File: src/rtl/alu_op_sequencer.sv
// ALU request/response sequencer: issues one op to a clocked ALU, waits its latency, returns result+flags.
// Optional result chaining onto operand A is enabled by defining ALU_SEQ_CHAIN_EN.
module alu_op_sequencer #(
  parameter int unsigned WIDTH       = 32,
  parameter int unsigned ALU_LATENCY = 1
) (
  input  logic             clock,
  input  logic             reset,
  input  logic             req_valid,
  output logic             req_ready,
  input  logic [1:0]       req_op,
  input  logic [WIDTH-1:0] req_a,
  input  logic [WIDTH-1:0] req_b,
  input  logic             req_chain,
  output logic [WIDTH-1:0] alu_a,
  output logic [WIDTH-1:0] alu_b,
  output logic [1:0]       alu_op,
  input  logic [WIDTH-1:0] alu_out,
  input  logic             alu_zero,
  input  logic             alu_negative,
  input  logic             alu_overflow,
  output logic             rsp_valid,
  input  logic             rsp_ready,
  output logic [WIDTH-1:0] rsp_result,
  output logic             rsp_zero,
  output logic             rsp_negative,
  output logic             rsp_overflow,
  output logic             rsp_error,
  input  logic             clr_sticky,
  output logic             ovf_sticky
);

  typedef enum logic [1:0] {
    S_IDLE,
    S_WAIT,
    S_RESP
  } state_t;

  localparam logic [1:0] OP_ILLEGAL = 2'b11;
  localparam logic [3:0] LAT        = 4'(ALU_LATENCY);

  state_t           state_q, state_d;
  logic [3:0]       cnt_q, cnt_d;
  logic [WIDTH-1:0] alu_a_q, alu_a_d;
  logic [WIDTH-1:0] alu_b_q, alu_b_d;
  logic [1:0]       alu_op_q, alu_op_d;
  logic [WIDTH-1:0] rsp_result_q, rsp_result_d;
  logic             rsp_zero_q, rsp_zero_d;
  logic             rsp_neg_q, rsp_neg_d;
  logic             rsp_ovf_q, rsp_ovf_d;
  logic             rsp_err_q, rsp_err_d;
  logic             sticky_q, sticky_d;
  logic             sticky_set;
  logic [WIDTH-1:0] a_src;

`ifdef ALU_SEQ_CHAIN_EN
  // Chain source is kept apart from rsp_result so an illegal-op response (result 0) cannot replace it.
  logic             chain_valid_q, chain_valid_d;
  logic [WIDTH-1:0] chain_res_q, chain_res_d;

  assign a_src = (req_chain && chain_valid_q) ? chain_res_q : req_a;
`else
  logic unused_chain;

  assign unused_chain = req_chain;
  assign a_src        = req_a;
`endif

  always_comb begin
    state_d      = state_q;
    cnt_d        = cnt_q;
    alu_a_d      = alu_a_q;
    alu_b_d      = alu_b_q;
    alu_op_d     = alu_op_q;
    rsp_result_d = rsp_result_q;
    rsp_zero_d   = rsp_zero_q;
    rsp_neg_d    = rsp_neg_q;
    rsp_ovf_d    = rsp_ovf_q;
    rsp_err_d    = rsp_err_q;
    sticky_set   = 1'b0;
`ifdef ALU_SEQ_CHAIN_EN
    chain_valid_d = chain_valid_q;
    chain_res_d   = chain_res_q;
`endif

    unique case (state_q)
      S_IDLE: begin
        if (req_valid) begin
          if (req_op != OP_ILLEGAL) begin
            alu_a_d  = a_src;
            alu_b_d  = req_b;
            alu_op_d = req_op;
            cnt_d    = LAT;
            state_d  = S_WAIT;
          end else begin
            rsp_result_d = '0;
            rsp_zero_d   = 1'b0;
            rsp_neg_d    = 1'b0;
            rsp_ovf_d    = 1'b0;
            rsp_err_d    = 1'b1;
            state_d      = S_RESP;
          end
        end
      end
      S_WAIT: begin
        if (cnt_q != 4'd0) begin
          cnt_d = cnt_q - 4'd1;
        end else begin
          rsp_result_d = alu_out;
          rsp_zero_d   = alu_zero;
          rsp_neg_d    = alu_negative;
          rsp_ovf_d    = alu_overflow;
          rsp_err_d    = 1'b0;
          sticky_set   = alu_overflow;
          state_d      = S_RESP;
        end
      end
      S_RESP: begin
        if (rsp_ready) begin
          state_d = S_IDLE;
`ifdef ALU_SEQ_CHAIN_EN
          if (!rsp_err_q) begin
            chain_valid_d = 1'b1;
            chain_res_d   = rsp_result_q;
          end
`endif
        end
      end
      default: state_d = S_IDLE;
    endcase

    // A capture that sees overflow beats a simultaneous clear.
    if (sticky_set) begin
      sticky_d = 1'b1;
    end else if (clr_sticky) begin
      sticky_d = 1'b0;
    end else begin
      sticky_d = sticky_q;
    end
  end

  always_ff @(posedge clock) begin
    if (reset) begin
      state_q      <= S_IDLE;
      cnt_q        <= '0;
      alu_a_q      <= '0;
      alu_b_q      <= '0;
      alu_op_q     <= '0;
      rsp_result_q <= '0;
      rsp_zero_q   <= 1'b0;
      rsp_neg_q    <= 1'b0;
      rsp_ovf_q    <= 1'b0;
      rsp_err_q    <= 1'b0;
      sticky_q     <= 1'b0;
`ifdef ALU_SEQ_CHAIN_EN
      chain_valid_q <= 1'b0;
      chain_res_q   <= '0;
`endif
    end else begin
      state_q      <= state_d;
      cnt_q        <= cnt_d;
      alu_a_q      <= alu_a_d;
      alu_b_q      <= alu_b_d;
      alu_op_q     <= alu_op_d;
      rsp_result_q <= rsp_result_d;
      rsp_zero_q   <= rsp_zero_d;
      rsp_neg_q    <= rsp_neg_d;
      rsp_ovf_q    <= rsp_ovf_d;
      rsp_err_q    <= rsp_err_d;
      sticky_q     <= sticky_d;
`ifdef ALU_SEQ_CHAIN_EN
      chain_valid_q <= chain_valid_d;
      chain_res_q   <= chain_res_d;
`endif
    end
  end

  assign req_ready    = (state_q == S_IDLE);
  assign rsp_valid    = (state_q == S_RESP);
  assign alu_a        = alu_a_q;
  assign alu_b        = alu_b_q;
  assign alu_op       = alu_op_q;
  assign rsp_result   = rsp_result_q;
  assign rsp_zero     = rsp_zero_q;
  assign rsp_negative = rsp_neg_q;
  assign rsp_overflow = rsp_ovf_q;
  assign rsp_error    = rsp_err_q;
  assign ovf_sticky   = sticky_q;

endmodule

File: config.mk
export PLATFORM = sky130hd
export DESIGN_NAME = alu_op_sequencer
export DESIGN_NICKNAME = d
export VERILOG_FILES = /design/src/rtl/alu_op_sequencer.sv
export SDC_FILE = /design/constraint.sdc
export NUM_CORES = 1
export LEC_CHECK = 0
export CAP_MARGIN = 20
export CORE_MARGIN = 3
export CORE_UTILIZATION = 44
export DETAILED_ROUTE_END_ITERATION = 12
export PLACE_DENSITY = 0.85
export REMOVE_ABC_BUFFERS = 1
export SLEW_MARGIN = 10
export SYNTH_ARGS = -nofsm -noshare
export SYNTH_HDL_FRONTEND = slang
export SYNTH_SLANG_ARGS = --single-unit
File: constraint.sdc
create_clock -name clock -period 2.4 [get_ports clock]
set_input_delay 0.48 -clock clock [delete_from_list [all_inputs] [get_ports clock]]
set_output_delay 0.48 -clock clock [all_outputs]
set_load 0.03 [all_outputs]
# Word level (Yosys, flattened, before mapping)

Index checks and enable logic that the tools add are counted.

Flip-flop bits (word level): 109
Bits in latches: 0
Memory bits (writable): 0
ROM bits: 0
Input bits: 107
Output and inout port bits: 105
Word-level logic and storage cells: 58
Memories: 0

Add/subtract/negate cells: 1
Multipliers: 0
Div/mod/pow operators: 0
$lt $le $gt $ge: 0
Equality and inequality tests: 9
Shift-type cells: 0
Muxes and demuxes: 29
Bitwise operators: 0
Reduce and logical (&&, ||, !) cells: 8

Operator list:

| cell                                                   | count |
|---|---|
| two-way mux 32 bit                                     | 3 |
| case mux 32 bit (2 select lines)                       | 1 |
| two-way mux 1 bit                                      | 12 |
| two-way mux 4 bit                                      | 3 |
| inequality test 2 bit (second input constant)          | 5 |
| two-way mux 2 bit                                      | 4 |
| case mux 1 bit (2 select lines)                        | 4 |
| case mux 4 bit (2 select lines)                        | 1 |
| AND reduction 4 bit                                    | 2 |
| case mux 2 bit (3 select lines)                        | 1 |
| AND reduction 3 bit                                    | 2 |
| inequality test 2 x 1 -> 1 bit (second input constant) | 2 |
| nonzero test 2 bit                                     | 2 |
| nonzero test 4 bit                                     | 1 |
| subtractor 4 x 1 -> 4 bit (second input constant)      | 1 |
| equality test 2 x 1 -> 1 bit (second input constant)   | 1 |
| equality test 2 bit (second input constant)            | 1 |
| logical NOT 2 bit                                      | 1 |

# Logic depth before layout (Yosys ltp)

Gate-level depths: netlist of the first run.

Depth after elaboration: 4
Gate-level depth with buffers: 7
Gate-level depth less buffers: 5

# Worst setup path after synthesis of the first run

OpenSTA, ideal clock, no wires.

Kind: reg2reg
Start: reg cnt_q[0]
End: reg rsp_result_q[23], in the netlist rsp_result[23]
Library setup time: 0.072 ns
Data arrival time: 1.540 ns
Required time: 2.328 ns
Setup slack: 0.788 ns
Cell stages (with the launch flop): 8
Buffers on the path: 2
Period minus slack after synthesis: 1.612 ns
Path through: dfxtp_1 -> inv_1 -> ha_1 -> and4bb_2 -> o21ai_2 -> buf_6 -> buf_6 -> mux2i_1

Word-level cells in the longest chain between the ends: 3

RTL lines:

| element                         | RTL line | text |
|---|---|---|
| start, declared                 | 43       | `logic [3:0] cnt_q, cnt_d;` |
| start signal, assigned          | 161      | `cnt_q <= cnt_d;` |
| nonzero test 4 bit              | 106      | `if (cnt_q != 4'd0) begin` |
| inequality test 2 bit (no line) | n/a      |  |
| AND reduction 4 bit (no line)   | n/a      |  |
| end signal, assigned            | 165      | `rsp_result_q <= rsp_result_d;` |
| end, declared                   | 47       | `logic [WIDTH-1:0] rsp_result_q, rsp_result_d;` |

No other way between the ends.
A chain may end at the register's enable or synchronous reset.

# Final worst setup path of the first run

Start: reg state_q[0]
End: out rsp_valid

Word-level cells in the longest chain between the ends: 1

RTL lines:

| element                | RTL line | text |
|---|---|---|
| start, declared        | 42       | `state_t state_q, state_d;` |
| start signal, assigned | 160      | `state_q <= state_d;` |
| equality test 2 bit    | 179      | `assign rsp_valid = (state_q == S_RESP);` |
| end, declared          | 22       | `output logic rsp_valid,` |

No other way between the ends.

==> results.ini, run 1 <==
[status]
status=finished, final reports clean

[placement]
dp_hpwl_um=9420
routabilityCongestion=0.790
dpl.cell_count=810
port_buffers=210
place_area_um2=6620

[global_route]
grt_pass1_vias=4253
grt_max_degree=67
grt_use_total_pct=22.9
antenna_found_initial=0
grt_overflow=0
grt_pass1_wl_um=21200

[clock_tree]
cts_inserted_buffers=9
clk_latency_ns=0.35
cts_setup_buffers=0
cts-root-buf=clkbuf_8
cts_hold_buf=0
cts-resized-gates=0
path_clk_slew_ns=0.10
clk_path_buf_depth=2
h-tree-depth=3
clock_sinks=109
cts_tree=yes

[die]
io_pins=212
rows=36
dieHeight_um=107
dieArea_um2=11400
start_util_pct=45.4
core_area_um2=9820
die_w_um=107

[finish]
fin_area_um2=6810
drive_above_1_share_pct=4.91
synthToLayoutAreaGrowth_pct=52.7
fin_nets=797
fill_cells=755
final_util_pct=69.3
diodes=0
multi_input_area_um2=2020
seqCellArea_um2=2180
final_cells=825

[worst_hold_path]
min_from=alu_a[9]
min_path_cells=2
hold_end=alu_a[9]
hp-class=reg -> reg

[synthesis]
synth.top_cells.by_area=dfxtp_1, mux2i_1, a21oi_1, nand3_1, o21ai_0
ys_seq_elements=109
yosys_warnings=0
synthFlopType=dfxtp_1
syn_inst=506
synthTopCellsByCount=dfxtp_1, a21oi_1, nand3_1
syn_avg_cell_area_um2=8.81
async_reset_ff_share_pct=0
ys_types=36
yosysTopAreaCell=dfxtp_1
synth_edf_count=0
synth_area_um2=4460
synth_most_common_cell=dfxtp_1
synth-seq-area-share_pct=48.9
yosys.area.top_type_share_pct=48.9

[timing]
worstMarginPinSlew_ns=0.471
fin_skew_ns=0.0107
fin_crit_sh_pct=93.6
drv_slew=0
setup_viol=0
hold_viol=0
fmax_ghz=0.445
max-slew-margin-rel_pct=68.6
period_needed_ns=2.25
finalSetupTns_ns=0
grt_setup_unrepaired=false

[power_and_ir_drop]
p_leak_uw=0.00250
combPwrFrac_pct=27.3
intPower_uw=2930
switchingPower_uw=1280
switching_share_pct=30.4
powerDensity_nw_per_um2=618
finalPower_uw=4200
ir_drop_uv=302
pwr-share-clk_pct=25.6
seqPwrFrac_pct=47.2

[critical_path]
cp-end-kind=output port
path_class=reg -> out
cp_max_fo=13
arrival_ns=1.77
worstReg2RegEnd=rsp_result[1]
r2r-start=cnt_q[0]
r2r_slack_ns=0.55
cp_data_required_time_ns=1.92
worst_setup_path_start_kind=flop
reg2reg_depth=6

[detailed_routing]
vias=4350
drt_iter0_drc=369
drc=0
dr.pass1.iters=6
post_drt_wl_per_cell_um=16.1
post_drt_via_cell_ratio=5.27
drt-total-wl_um=13300
ant_nets=0

[run]
cap_violations=0

-- metal layers --
layer	track usage [%]	vias to the layer above	wire length (um)	part of all wire (%)
met5	0	-	0	0
met3	9.21	12	1530	12
met1	28.3	2015	5490	41
li1	-	2115	-	-
met4	7.67	0	149	1.1
met2	36.4	208	6120	46
-- power by group through the flow --
stage	clock [uW]	sequential [uW]	combinational, uW
4_1_cts	1110	1980	1150
5_1_grt	1190	2000	1230
2_1_floorplan	0	2220	384
3_5_place_dp	0	2020	1150
3_3_place_gp	0	2020	1120
6_report	1070	1980	1150
-- per-stage QoR --
step | hold slack [ns] | worst slack [ns]
after floorplan | 0.489 | -0.303
after global routing | 0.500 | 0.0189
after global placement | 0.452 | 0.340
after detailed placement | 0.467 | 0.257
final | 0.481 | 0.155
after CTS | 0.480 | 0.136
-- sequential cells by signal, indices dropped and copies added (netlist names) --
| signal | count |
|---|---|
| alu_a | 32 |
| alu_b | 32 |
| alu_op | 2 |
| cnt_q | 4 |
| ovf_sticky | 1 |
| rsp_error | 1 |
| rsp_negative | 1 |
| rsp_overflow | 1 |
| rsp_result | 32 |
| rsp_zero | 1 |
| state_q | 2 |
-- worst max-delay path, cell delays in order (launching register included) --
cell and delay [ns]:
dfxtp_1 0.46, nor2b_1 0.23, clkdlybuf4s50_1 0.72
-- how the worst max path moves through the flow --
stage / start / endpoint / slack, ns / cells past startpoint
final: state_q[0] / rsp_valid / 0.15 / 2
after floorplan: cnt_q[0] / ovf_sticky / -0.30 / 5
after global routing: state_q[0] / rsp_valid / 0.02 / 2
after detailed placement: req_valid / alu_a[7] / 0.26 / 5
after global placement: req_valid / alu_b[23] / 0.34 / 5
after CTS: state_q[0] / rsp_valid / 0.14 / 2
-- layout by cell type (no fill, tap or decap), drive strengths merged --
cell type      instances
nor2                   2
a211oi                 3
nand2b                39
inv                    4
o31ai                  1
nor3                   1
and4bb                 1
nand3                 66
bufinv                 1
nand2                 39
clkbuf                 9
or3b                   2
o31a                   1
a21oi                 68
o22ai                  1
a21o                   1
a311oi                 1
nor3b                  3
clkinv                 4
o21ai                 69
buf                   11
a31oi                  1
and2                   1
ha                     2
and4b                  1
nor2b                  2
a221oi                 1
clkdlybuf4s50        209
dfxtp                109
nor4                   1
clkinvlp               1
mux2i                 36
a21bo                  1
-- layout make-up --
type	instances	area share [%]
Clock buffer	9	1.82
Clock inverter	6	0.956
Inverter	4	0.221
Multi-Input combinational cell	344	29.6
Sequential cell	109	32.1
Tap cell	133	2.45
Timing Repair Buffer	220	32.9
-- kinds of logic after synthesis --
| kind of cell | synth area share, % |
|---|---|
| simple gates | 18.9 |
| flops | 48.9 |
| compound gates | 17.4 |
| fa+ha+maj | 0.561 |
| buf+inv | 6.09 |
| mux | 8.08 |
(Power assumes the default switching activity.)
==> inputs of run 2 (changes only) <==
Settings changed: CORE_UTILIZATION 44 to 41, PLACE_DENSITY 0.85 to 0.8.
Clock period 2.4 ns to 2.39 ns, I/O delays scaled along.
==> results.ini, run 2 (synthesized netlist as in run 1, its figures left out) <==
[status]
status=finished, final reports clean

[die]
dieHeight_um=110
dieArea_um2=12200
rows=37
start_util_pct=42.6
die_w_um=110
io_pins=212
core_area_um2=10500

[detailed_routing]
drt_iter0_drc=324
ant_nets=0
vias=4321
drc=0
dr.pass1.iters=4
post_drt_wl_per_cell_um=16.0
drt-total-wl_um=13300
post_drt_via_cell_ratio=5.19

[timing]
fmax_ghz=0.459
worstMarginPinSlew_ns=0.523
period_needed_ns=2.18
finalSetupTns_ns=0
drv_slew=0
worst_slack_ns=0.213
fin_crit_sh_pct=91.1
grt_setup_unrepaired=false
setup_viol=0
hold_viol=0
fin_skew_ns=0.0142
max-slew-margin-rel_pct=65.1

[clock_tree]
h-tree-depth=3
path_clk_slew_ns=0.10
cts-root-buf=clkbuf_8
cts_setup_buffers=0
cts_inserted_buffers=9
clk_latency_ns=0.37
cts_tree=yes
clock_sinks=109
clk_path_buf_depth=2

[finish]
diodes=0
drive_above_1_share_pct=5.32
fin_nets=800
synthToLayoutAreaGrowth_pct=53.0
most-common-layout-cells=clkdlybuf4s50_1, dfxtp_1, a21oi_1, nand3_1, o21ai_0
layout_commonest_cell=clkdlybuf4s50_1
final_util_pct=65.2
multi_input_area_um2=2020
seqCellArea_um2=2180
final_cells=832
fill_cells=879

[global_route]
grt_pass1_wl_um=20400
antenna_found_initial=0
grt_overflow=0
grt_max_degree=110
grt_use_total_pct=21.2
grt_pass1_vias=4117

[critical_path]
cp_max_fo=13
path_delay_family=flip-flops
slowest_stage=dfxtp_1
cpPeakStageDelay_ns=0.63
arrival_ns=1.70
crit_chain=nor2_1, clkdlybuf4s50_1
crit_buf_inv=1
cp_data_required_time_ns=1.91
worst_setup_path_start_kind=flop
path_class=reg -> out
cp-end-kind=output port

[power_and_ir_drop]
powerDensity_nw_per_um2=626
ir_drop_uv=324
finalPower_uw=4270
p_leak_uw=0.00251

[run]
cap_violations=0

[placement]
dpl_worst_slack_ns=0.175
dp_hpwl_um=9340
dpl.cell_count=816
port_buffers=210
routabilityCongestion=0.808

[worst_hold_path]
hp-class=in -> reg

==> run 2: changes by cell type in the layout (fill, tap and decap cells not counted) <==
cell             previous run  this run
buf_12                      5         3
buf_4                       6        11
clkbuf_1                    0         1
clkbuf_8                    9        10
clkdlybuf4s50_1           209       208
clkinv_2                    2         0
clkinv_4                    2         0
clkinvlp_4                  1         4
dlymetal6s2s_1              0         1
==> run 2: stage by stage <==
stage	instance area, um2	hold slack (ns)
2_1_floorplan	4200	0.489
3_3_place_gp	6620	0.452
3_5_place_dp	6620	0.454
4_1_cts	6820	0.445
5_1_grt	6820	0.473
6_report	6820	0.455
==> run 2: routing by layer <==
metal	global-route usage [%]	part of all wire, %	up-vias
met5	0	0	-
met4	6.51	1.3	0
met3	9.14	13	12
met2	34.9	46	202
met1	25.0	40	1988
li1	-	-	2119
==> run 2: tightest hold or removal path: stages <==
cell and delay (ns):
buf_4 0.12, nor3b_4 0.05, nand2_1 0.06, o22ai_1 0.07
==> run 2: cell type report <==
type	count	area share (%)
flip-flops and latches	109	32.0
inverters	4	0.220
multi-input cells	344	29.5
well taps	136	2.49
repair buffers	223	32.8
clock buffers	11	2.07
clock inverters	5	0.880
==> run 2: repair_timing <==
action | CTS | global route
hold buffers | 0 | 0
endpoints found under the setup margin | 0 | 1
resized for setup | 0 | 1
==> run 2: final timing paths <==
path,start,endpoint,slack [ns],depth (start not counted)
max,state_q[0],req_ready,0.21,2
min,reset,cnt_q[3],0.46,4
max reg2reg,cnt_q[0],rsp_result[13],0.53,6
min reg2reg,ovf_sticky,ovf_sticky,0.48,2
==> run 2: power by group <==
part / total, uW / switching, uW / internal [uW]
Clock: 1130 / 620 / 514
Combinational: 1150 / 621 / 529
Sequential: 1990 / 62.5 / 1930
Total: 4270 / 1300 / 2970
==> inputs of run 3 (changes only) <==
==> constraint.sdc (replaced) <==
create_clock -name clock -period 2.39 [get_ports clock]
set_input_delay 0.239 -clock clock [delete_from_list [all_inputs] [get_ports clock]]
set_output_delay 0.239 -clock clock [all_outputs]
set_load 0.03 [all_outputs]
==> results.ini, run 3 (synthesized netlist as in run 1, its figures left out) <==
[clock_tree]
h-tree-depth=3
cts-root-buf=clkbuf_8
cts_inserted_buffers=9
cts_setup_buffers=0
cts-resized-gates=0
clk_path_buf_depth=2
cts_hold_buf=0
clock_sinks=109
cts_tree=yes
path_clk_slew_ns=0.10
clk_latency_ns=0.36

[critical_path]
cp-end-kind=output port
cp_max_fo=11
path_class=reg -> out
cpPeakStageDelay_ns=0.72
reg2reg_depth=6
r2r-start=cnt_q[0]
worstReg2RegEnd=rsp_result[26]
worst_setup_path_start_kind=flop
cp_data_required_time_ns=2.15
arrival_ns=1.91
path_delay_family=buffers and inverters
crit_chain=nor2b_1, clkdlybuf4s50_1
r2r_slack_ns=0.57
slowest_stage=clkdlybuf4s50_1
crit_buf_inv=1

[detailed_routing]
vias=4351
post_drt_via_cell_ratio=5.25
drt_iter0_drc=456
drc=0
dr.pass1.iters=5
drt-total-wl_um=13300
post_drt_wl_per_cell_um=16.1
ant_nets=0

[global_route]
grt_overflow=0
grt_use_total_pct=21.3
grt_pass1_vias=4254
antenna_found_initial=0
grt_max_degree=66
grt_pass1_wl_um=20600

[timing]
grt_setup_unrepaired=false
whs_ns=0.412
setup_viol=0
fin_crit_sh_pct=89.8
fmax_ghz=0.466
worstMarginPinSlew_ns=0.630
hold_viol=0
fin_skew_ns=0.0156
max-slew-margin-rel_pct=58.0
drv_slew=0
period_needed_ns=2.15

[finish]
most-common-layout-cells=clkdlybuf4s50_1, dfxtp_1, a21oi_1, nand3_1, o21ai_0
fin_nets=798
synthToLayoutAreaGrowth_pct=51.6
fin_area_um2=6760
layout_commonest_cell=clkdlybuf4s50_1
diodes=0
drive_above_1_share_pct=5.05

[worst_hold_path]
min_path_cells=2
hp-class=in -> reg
min_from=reset
hold_end=alu_op[0]

[die]
die_w_um=110
rows=37
dieArea_um2=12200
io_pins=212
dieHeight_um=110
start_util_pct=42.6
core_area_um2=10500

[power_and_ir_drop]
ir_drop_uv=307
p_leak_uw=0.00248
powerDensity_nw_per_um2=617
finalPower_uw=4170

[status]
status=finished, final reports clean

[placement]
place_area_um2=6580
port_buffers=210
dp_hpwl_um=9390
routabilityCongestion=0.795

[run]
cap_violations=0

[run 3: area by class of cell]
type	count	area [um2]
Clock inverter	5	43.8
Clock buffer	10	138
Timing Repair Buffer	221	2190
Inverter	4	15.0
Fill cell	874	3700
Tap cell	136	170
Sequential cell	109	2180
Multi-Input combinational cell	344	2020
[run 3: metal layers]
layer	routed length, um	share of wire [%]	global-route usage, %
met2	6040	45	34.8
met5	0	0	0
met3	1720	13	9.26
met4	111	0.83	5.01
met1	5450	41	26.1
[run 3: worst max-delay path by stage]
stage,from,to,cells past startpoint
3_3_place_gp,req_valid,alu_b[14],5
4_1_cts,state_q[1],rsp_valid,2
3_5_place_dp,req_valid,alu_a[16],5
6_report,state_q[1],rsp_valid,2
2_1_floorplan,cnt_q[0],ovf_sticky,5
5_1_grt,state_q[1],rsp_valid,2
[run 3: through the flow]
step | cells | utilization, % | setup TNS [ns] | worst slack, ns
finish | 829 | 64.6 | 0 | 0.244
global route | 829 | 64.6 | 0 | 0.105
CTS | 829 | 64.6 | 0 | 0.208
detailed placement | 814 | 62.9 | 0 | 0.438
global placement | 814 | 62.9 | 0 | 0.510
floorplan | 457 | - | -9.52 | -0.313
[run 3: worst register-to-register path, cell delays in order, from the launching register on]
cell,delay (ns)
dfxtp_1,0.40
inv_1,0.10
ha_1,0.24
and4bb_2,0.29
o21ai_4,0.18
buf_12,0.26
mux2i_1,0.28
[run 3: report_power, final]
part / leakage (uW) / switching [uW] / total (uW) / internal (uW)
Clock: 0.0000937 / 631 / 1050 / 418
Combinational: 0.00150 / 608 / 1120 / 517
Sequential: 0.000888 / 69.6 / 2000 / 1930
Total: 0.00248 / 1310 / 4170 / 2860
